==> config.mk <==
export PLATFORM = sky130hd
export DESIGN_NAME = led_pattern_gen_flat
export DESIGN_NICKNAME = d
export VERILOG_FILES = /design/src/rtl/led_pattern_gen_if.sv /design/src/rtl/led_pattern_gen.sv /design/src/flat_wrapper.sv
export SDC_FILE = /design/constraint.sdc
export NUM_CORES = 1
export LEC_CHECK = 0
export CAP_MARGIN = 40
export CORE_ASPECT_RATIO = 0.5
export CORE_MARGIN = 4
export CORE_UTILIZATION = 55
export DETAILED_ROUTE_END_ITERATION = 12
export PLACE_DENSITY = 0.72
export REMOVE_ABC_BUFFERS = 1
export SKIP_LAST_GASP = 1
export SYNTH_ARGS = -nofsm -noshare
export SYNTH_HDL_FRONTEND = slang
export SYNTH_SLANG_ARGS = --single-unit
==> constraint.sdc <==
create_clock -name i_clk -period 3.3 [get_ports i_clk]
set_input_delay 0.66 -clock i_clk [delete_from_list [all_inputs] [get_ports i_clk]]
set_output_delay 0.66 -clock i_clk [all_outputs]
set_load 0.01 [all_outputs]
==> src/rtl/led_pattern_gen_if.sv <==
// Configuration write port and LED outputs for led_pattern_gen.
// The master drives the cfg_* strobe; the slave (the generator) drives led/evt.
interface led_pattern_gen_if #(
  parameter int CHANNELS = 4,
  parameter int CNT_W    = 15,
  parameter int CH_W     = 2
);
  logic                cfg_we;
  logic [CH_W-1:0]     cfg_ch;
  logic [1:0]          cfg_mode;
  logic [CNT_W-1:0]    cfg_half;
  logic [3:0]          cfg_burst;
  logic [CHANNELS-1:0] led;
  logic [CHANNELS-1:0] evt;

  modport master (
    output cfg_we, cfg_ch, cfg_mode, cfg_half, cfg_burst,
    input  led, evt
  );

  modport slave (
    input  cfg_we, cfg_ch, cfg_mode, cfg_half, cfg_burst,
    output led, evt
  );
endinterface

==> src/rtl/led_pattern_gen.sv <==
// Multi-channel LED pattern generator: per-channel half-period counter driving
// OFF / ON / BLINK / BURST patterns, retunable at run time through io_bus.
module led_pattern_gen #(
  parameter int CHANNELS     = 4,
  parameter int CNT_W        = 15,
  parameter int DEFAULT_HALF = 25000,
  parameter int CH_W         = 2
) (
  input logic             i_clk,
  input logic             i_reset,
  led_pattern_gen_if.slave io_bus
);

  typedef enum logic [1:0] {
    MODE_OFF   = 2'b00,
    MODE_ON    = 2'b01,
    MODE_BLINK = 2'b10,
    MODE_BURST = 2'b11
  } mode_t;

  localparam logic [CNT_W-1:0] LP_RST_HALF = CNT_W'(DEFAULT_HALF);
  localparam logic [CNT_W-1:0] LP_RST_CNT  = CNT_W'(DEFAULT_HALF - 1);

  mode_t               r_mode  [CHANNELS];
  logic [CNT_W-1:0]    r_half  [CHANNELS];
  logic [3:0]          r_burst [CHANNELS];
  logic [CNT_W-1:0]    r_cnt   [CHANNELS];
  logic [5:0]          r_ph    [CHANNELS];
  logic [CHANNELS-1:0] r_led;
  logic [CHANNELS-1:0] r_evt;

  mode_t               w_mode   [CHANNELS];
  logic [CNT_W-1:0]    w_half   [CHANNELS];
  logic [3:0]          w_burst  [CHANNELS];
  logic [CNT_W-1:0]    w_cnt    [CHANNELS];
  logic [5:0]          w_ph     [CHANNELS];
  logic [5:0]          w_phLast [CHANNELS];
  logic [5:0]          w_phStep [CHANNELS];
  logic [CHANNELS-1:0] w_led;
  logic [CHANNELS-1:0] w_evt;

  logic                w_wrValid;
  logic [CH_W-1:0]     w_cfgCh;
  mode_t               w_cfgMode;
  logic [CNT_W-1:0]    w_cfgHalf;
  logic [3:0]          w_cfgBurst;

  // Zero half-period and zero burst count are stored as 1 so the counters never see 0.
  assign w_cfgCh    = io_bus.cfg_ch;
  assign w_wrValid  = io_bus.cfg_we && (int'(w_cfgCh) < CHANNELS);
  assign w_cfgMode  = mode_t'(io_bus.cfg_mode);
  assign w_cfgHalf  = (io_bus.cfg_half == '0) ? CNT_W'(1) : io_bus.cfg_half;
  assign w_cfgBurst = (io_bus.cfg_burst == 4'd0) ? 4'd1 : io_bus.cfg_burst;

  always_comb begin
    for (int i = 0; i < CHANNELS; i++) begin
      w_mode[i]   = r_mode[i];
      w_half[i]   = r_half[i];
      w_burst[i]  = r_burst[i];
      w_cnt[i]    = r_cnt[i];
      w_ph[i]     = r_ph[i];
      w_led[i]    = r_led[i];
      w_evt[i]    = 1'b0;
      w_phLast[i] = {r_burst[i], 2'b00} - 6'd1;
      w_phStep[i] = (r_ph[i] == w_phLast[i]) ? 6'd0 : r_ph[i] + 6'd1;

      // A write to this channel restarts it and suppresses any coincident terminal count.
      if (w_wrValid && (int'(w_cfgCh) == i)) begin
        w_mode[i]  = w_cfgMode;
        w_half[i]  = w_cfgHalf;
        w_burst[i] = w_cfgBurst;
        w_cnt[i]   = w_cfgHalf - CNT_W'(1);
        w_ph[i]    = 6'd0;
        w_led[i]   = (w_cfgMode == MODE_ON) || (w_cfgMode == MODE_BURST);
      end else if (r_cnt[i] == '0) begin
        w_cnt[i] = r_half[i] - CNT_W'(1);
        w_evt[i] = 1'b1;
        case (r_mode[i])
          MODE_OFF:   w_led[i] = 1'b0;
          MODE_ON:    w_led[i] = 1'b1;
          MODE_BLINK: w_led[i] = ~r_led[i];
          MODE_BURST: begin
            w_ph[i]  = w_phStep[i];
            w_led[i] = (w_phStep[i] < {1'b0, r_burst[i], 1'b0}) && !w_phStep[i][0];
          end
          default:    w_led[i] = r_led[i];
        endcase
      end else begin
        w_cnt[i] = r_cnt[i] - CNT_W'(1);
      end
    end
  end

  always_ff @(posedge i_clk) begin
    if (i_reset) begin
      for (int i = 0; i < CHANNELS; i++) begin
        r_mode[i]  <= MODE_BLINK;
        r_half[i]  <= LP_RST_HALF;
        r_burst[i] <= 4'd1;
        r_cnt[i]   <= LP_RST_CNT;
        r_ph[i]    <= 6'd0;
      end
      r_led <= '0;
      r_evt <= '0;
    end else begin
      for (int i = 0; i < CHANNELS; i++) begin
        r_mode[i]  <= w_mode[i];
        r_half[i]  <= w_half[i];
        r_burst[i] <= w_burst[i];
        r_cnt[i]   <= w_cnt[i];
        r_ph[i]    <= w_ph[i];
      end
      r_led <= w_led;
      r_evt <= w_evt;
    end
  end

  assign io_bus.led = r_led;
  assign io_bus.evt = r_evt;

endmodule

==> src/flat_wrapper.sv <==
// flat-port wrapper written by rule: the top's interface ports become plain ports
module led_pattern_gen_flat 
#(
  parameter int CHANNELS     = 4,
  parameter int CNT_W        = 15,
  parameter int DEFAULT_HALF = 25000,
  parameter int CH_W         = 2
)
  (i_clk, i_reset, io_bus_cfg_we, io_bus_cfg_ch, io_bus_cfg_mode, io_bus_cfg_half, io_bus_cfg_burst, io_bus_led, io_bus_evt);
  led_pattern_gen_if #(.CHANNELS(CHANNELS), .CNT_W(CNT_W), .CH_W(CH_W)) io_bus_i ();
  input logic i_clk;
  input logic i_reset;
  input wire logic [$bits(io_bus_i.cfg_we)-1:0] io_bus_cfg_we;
  input wire logic [$bits(io_bus_i.cfg_ch)-1:0] io_bus_cfg_ch;
  input wire logic [$bits(io_bus_i.cfg_mode)-1:0] io_bus_cfg_mode;
  input wire logic [$bits(io_bus_i.cfg_half)-1:0] io_bus_cfg_half;
  input wire logic [$bits(io_bus_i.cfg_burst)-1:0] io_bus_cfg_burst;
  output wire logic [$bits(io_bus_i.led)-1:0] io_bus_led;
  output wire logic [$bits(io_bus_i.evt)-1:0] io_bus_evt;
  assign io_bus_i.cfg_we = io_bus_cfg_we;
  assign io_bus_i.cfg_ch = io_bus_cfg_ch;
  assign io_bus_i.cfg_mode = io_bus_cfg_mode;
  assign io_bus_i.cfg_half = io_bus_cfg_half;
  assign io_bus_i.cfg_burst = io_bus_cfg_burst;
  assign io_bus_led = io_bus_i.led;
  assign io_bus_evt = io_bus_i.evt;
  led_pattern_gen #(.CHANNELS(CHANNELS), .CNT_W(CNT_W), .DEFAULT_HALF(DEFAULT_HALF), .CH_W(CH_W)) u_core (.i_clk(i_clk), .i_reset(i_reset), .io_bus(io_bus_i));
endmodule
==> metrics.cfg <==
[grt]
grtUsageTotal_pct = 29.1
grt_pass1_wl_um = 47100
grt_max_degree = 74
grt_pass1_vias = 8996
grt_overflow = 0
antenna_found_initial = 0

[cts]
clockBufferDepth = 2
cts_resized = 0
insertion_delay_ns = 0.44
cts.clk_slew.worst_paths_ns = 0.08
cts_max_level = 4
cts_root_buf = clkbuf_16
cts_sinks = 176
cts_setup_buffers = 0
numCtsBuffers = 17
tritoncts = built
cts_hold_buf = 0

[hold_path]
worstHoldStart = u_core.r_half[3][4]
worstHoldPathCells = 2
hold_path_class = reg -> reg
hold-path-endpoint = u_core.r_half[3][4]

[pwr]
p_leak_nw = 4.28
powerDensity_mw_per_mm2 = 437
vdd_drop_max_v = 0.000345
p_int_mw = 3.47
power_mw = 4.90
sw_frac_of_total_pct = 29.1
power_frac_comb_pct = 11.9
clock_power_share_pct = 41.1
p_sw_mw = 1.42
seq_power_share_pct = 47.0

[floorplanning]
coreArea_mm2 = 0.0174
row_count = 34
die_area_mm2 = 0.0202
fp.dieW_um = 197
pin_count = 34
die_y_um = 103
start_util_pct = 56.3

[sta]
layout_min_cycle_time_ns = 3.02
setup_viol = 0
worst_pin_slew_ns = 0.717
fin_worst_skew_ns = 0.0117
rsz0062_at_grt = no
max_freq_mhz = 331
hold_viol_final = 0
slew_headroom_pct = 52.2
holdWs_ns = 0.472
fin_crit_sh_pct = 91.4
drv_slew = 0

[setup_path]
cp_top_family = simple AND/OR/NAND/NOR gates
crit_chain = or4_1, nor4_4, a21oi_1, ha_1, nor4b_2, o41ai_4, nor4_1, o2111a_1, or4_1, a21o_1
crit_type = reg -> reg
critPathLaunchType = register
worstSetupStartpoint = u_core.r_cnt[2][5]
worstPathMaxFanout = 6
path_buf_inv = 0
slowest_stage = or4_1
timing.rr.start = u_core.r_cnt[2][5]
rrSetupSlack_ns = 0.28
cp_common_cell = or4_1
cp_data_arrival_time_ns = 3.35
slowest_delay_ns = 0.69
endpoint_kind = register
rr_worst_depth = 10
cp.required_ns = 3.63
timing.rr.end = u_core.r_cnt[2][8]

[run_status]
status = completed

[synth]
synth.ff_latch_count = 176
synth_warnings = 0
avgSynthCellArea_um2 = 7.66
synthAdderAreaFrac_pct = 3.18
synthArstFlopShare_pct = 0
yosysTopAreaCell = dfxtp_1
synth_top_flop_cell = dfxtp_1
synthMuxAreaShare_pct = 1.55
synthCells = 1283
synth_top_family_by_area = simple AND/OR/NAND/NOR gates
synth_common_cells = nand2_1, dfxtp_1, a21oi_1, nor2_1, clkbuf_1
yosys.area_share.simple_pct = 27.5
yosysMostFrequentCell = nand2_1
syn_area_mm2 = 0.00983
synth_enable_flop_cells = 0
synth.top_cell.area_share_pct = 35.9
synthTopCellsByArea = dfxtp_1, nand2_1, a21oi_1
synth_xor_area_share_pct = 6.84
ys_types = 78
ys_seq_area_share_pct = 35.9
synth-compound-area-share_pct = 20.6

[route]
num_vias = 9761
drtPass1Iterations = 5
post_drt_wl_per_cell_um = 18.8
drc = 0
drtIter0Drc = 766
detail-route-antenna-nets = 0
viasPerCell = 6.24
drt_wl_total_um = 29500

[cells_and_area]
final_area_mm2 = 0.0112
antenna_cells = 0
drive_gt1_share_pct = 9.47
flow.area_growth_from_synthesis_pct = 13.9
final_nets = 1368

[place]
port_buffers = 33
place.gp.congestion = 0.920
post_dp_cell_area_mm2 = 0.0106
dp_hpwl_um = 20900

[run]
cap_violations = 0

registers in the layout, indices dropped and copies added, names as in the netlist:
name,count
u_core.r_cnt,60
u_core.r_half,60
u_core.r_ph,24
u_core.r_burst,16
u_core.r_mode,8
u_core.io_bus.evt,4
u_core.io_bus.led,4
stage by stage:
stage                     cells  setup WS, ns  util, %   TNS, ns
after floorplan            1203         0.122        -         0
after global placement     1532        0.0912     60.8         0
after detailed placement   1532      -0.00956     60.8  -0.00956
after CTS                  1564         0.200     64.2         0
after global routing       1564         0.152     64.2         0
final                      1564         0.283     64.2         0
kinds of logic after synthesis:
| logic type | Yosys count |
|---|---|
| adder cells (fa/ha/maj) | 25 |
| XOR/XNOR | 72 |
| buffers and inverters | 113 |
| AO/OA/AOI/OAI | 308 |
| flip-flops | 176 |
| multiplexers | 15 |
| AND/OR/NAND/NOR | 574 |
power by group through the flow:
stage	logic [mW]	clock network (mW)	registers (mW)
after floorplan	0.326	0	2.32
after global placement	0.554	0	2.35
after detailed placement	0.567	0	2.35
after CTS	0.571	2.04	2.30
after global routing	0.634	2.12	2.31
final	0.582	2.01	2.30
metal layers:
metal  wire, um  part of all wire (%)  vias to the layer above  track usage (%)
met3       2380                   8.1                       51             4.41
met2      13100                    44                      409             46.9
met1      13400                    45                     4643             41.3
li1           -                     -                     4658                -
met4        625                   2.1                        0             8.25
met5          0                     0                        -                0
worst reg2reg max path, delay by kind of cell (launching register included):
family	cells	cell delay, ns
flip-flops	1	0.35
AND/OR/NAND/NOR	5	1.78
adder cells (fa/ha/maj)	1	0.24
AO/OA/AOI/OAI	4	0.56
layout by cell type (no fill, tap or decap), types with 6 or more instances in the layout:
cell,netlist,layout
a211o_1,13,13
a211oi_1,13,13
a21boi_0,7,7
a21o_1,12,12
a21oi_1,131,131
a311o_1,6,6
a31o_2,7,7
a31oi_1,16,16
and2_1,10,10
and4_1,9,9
buf_4,0,61
clkbuf_16,0,17
clkdlybuf4s50_1,0,32
dfxtp_1,176,176
ha_1,25,25
inv_1,32,32
inv_8,0,6
mux2i_1,13,13
nand2_1,225,225
nand3_1,61,61
nand4_1,16,16
nor2_1,110,109
nor3_1,58,58
nor4_1,21,21
o211ai_1,21,21
o21a_1,8,8
o21ai_0,22,22
or2_2,8,8
or3_1,14,14
or4_1,12,12
xnor2_1,34,34
xor2_1,35,35
final cells by class:
type / count / area (um^2)
repair buffers: 95 / 803
flip-flops and latches: 176 / 3520
well taps: 234 / 293
clock buffers: 18 / 439
multi-input cells: 994 / 5880
inverters: 33 / 124
clock inverters: 14 / 138
fillers: 1554 / 6250
worst max-delay path by stage:
stage / end / slack (ns) / depth (start not counted)
after global routing: u_core.r_cnt[2][8] / 0.15 / 10
final: u_core.r_cnt[2][8] / 0.28 / 10
after global placement: u_core.r_cnt[0][8] / 0.09 / 11
after CTS: u_core.r_cnt[2][8] / 0.20 / 10
after detailed placement: u_core.r_cnt[0][14] / -0.01 / 9
after floorplan: u_core.r_cnt[2][8] / 0.12 / 9
No activity file was read; power rests on OpenSTA's default activity.
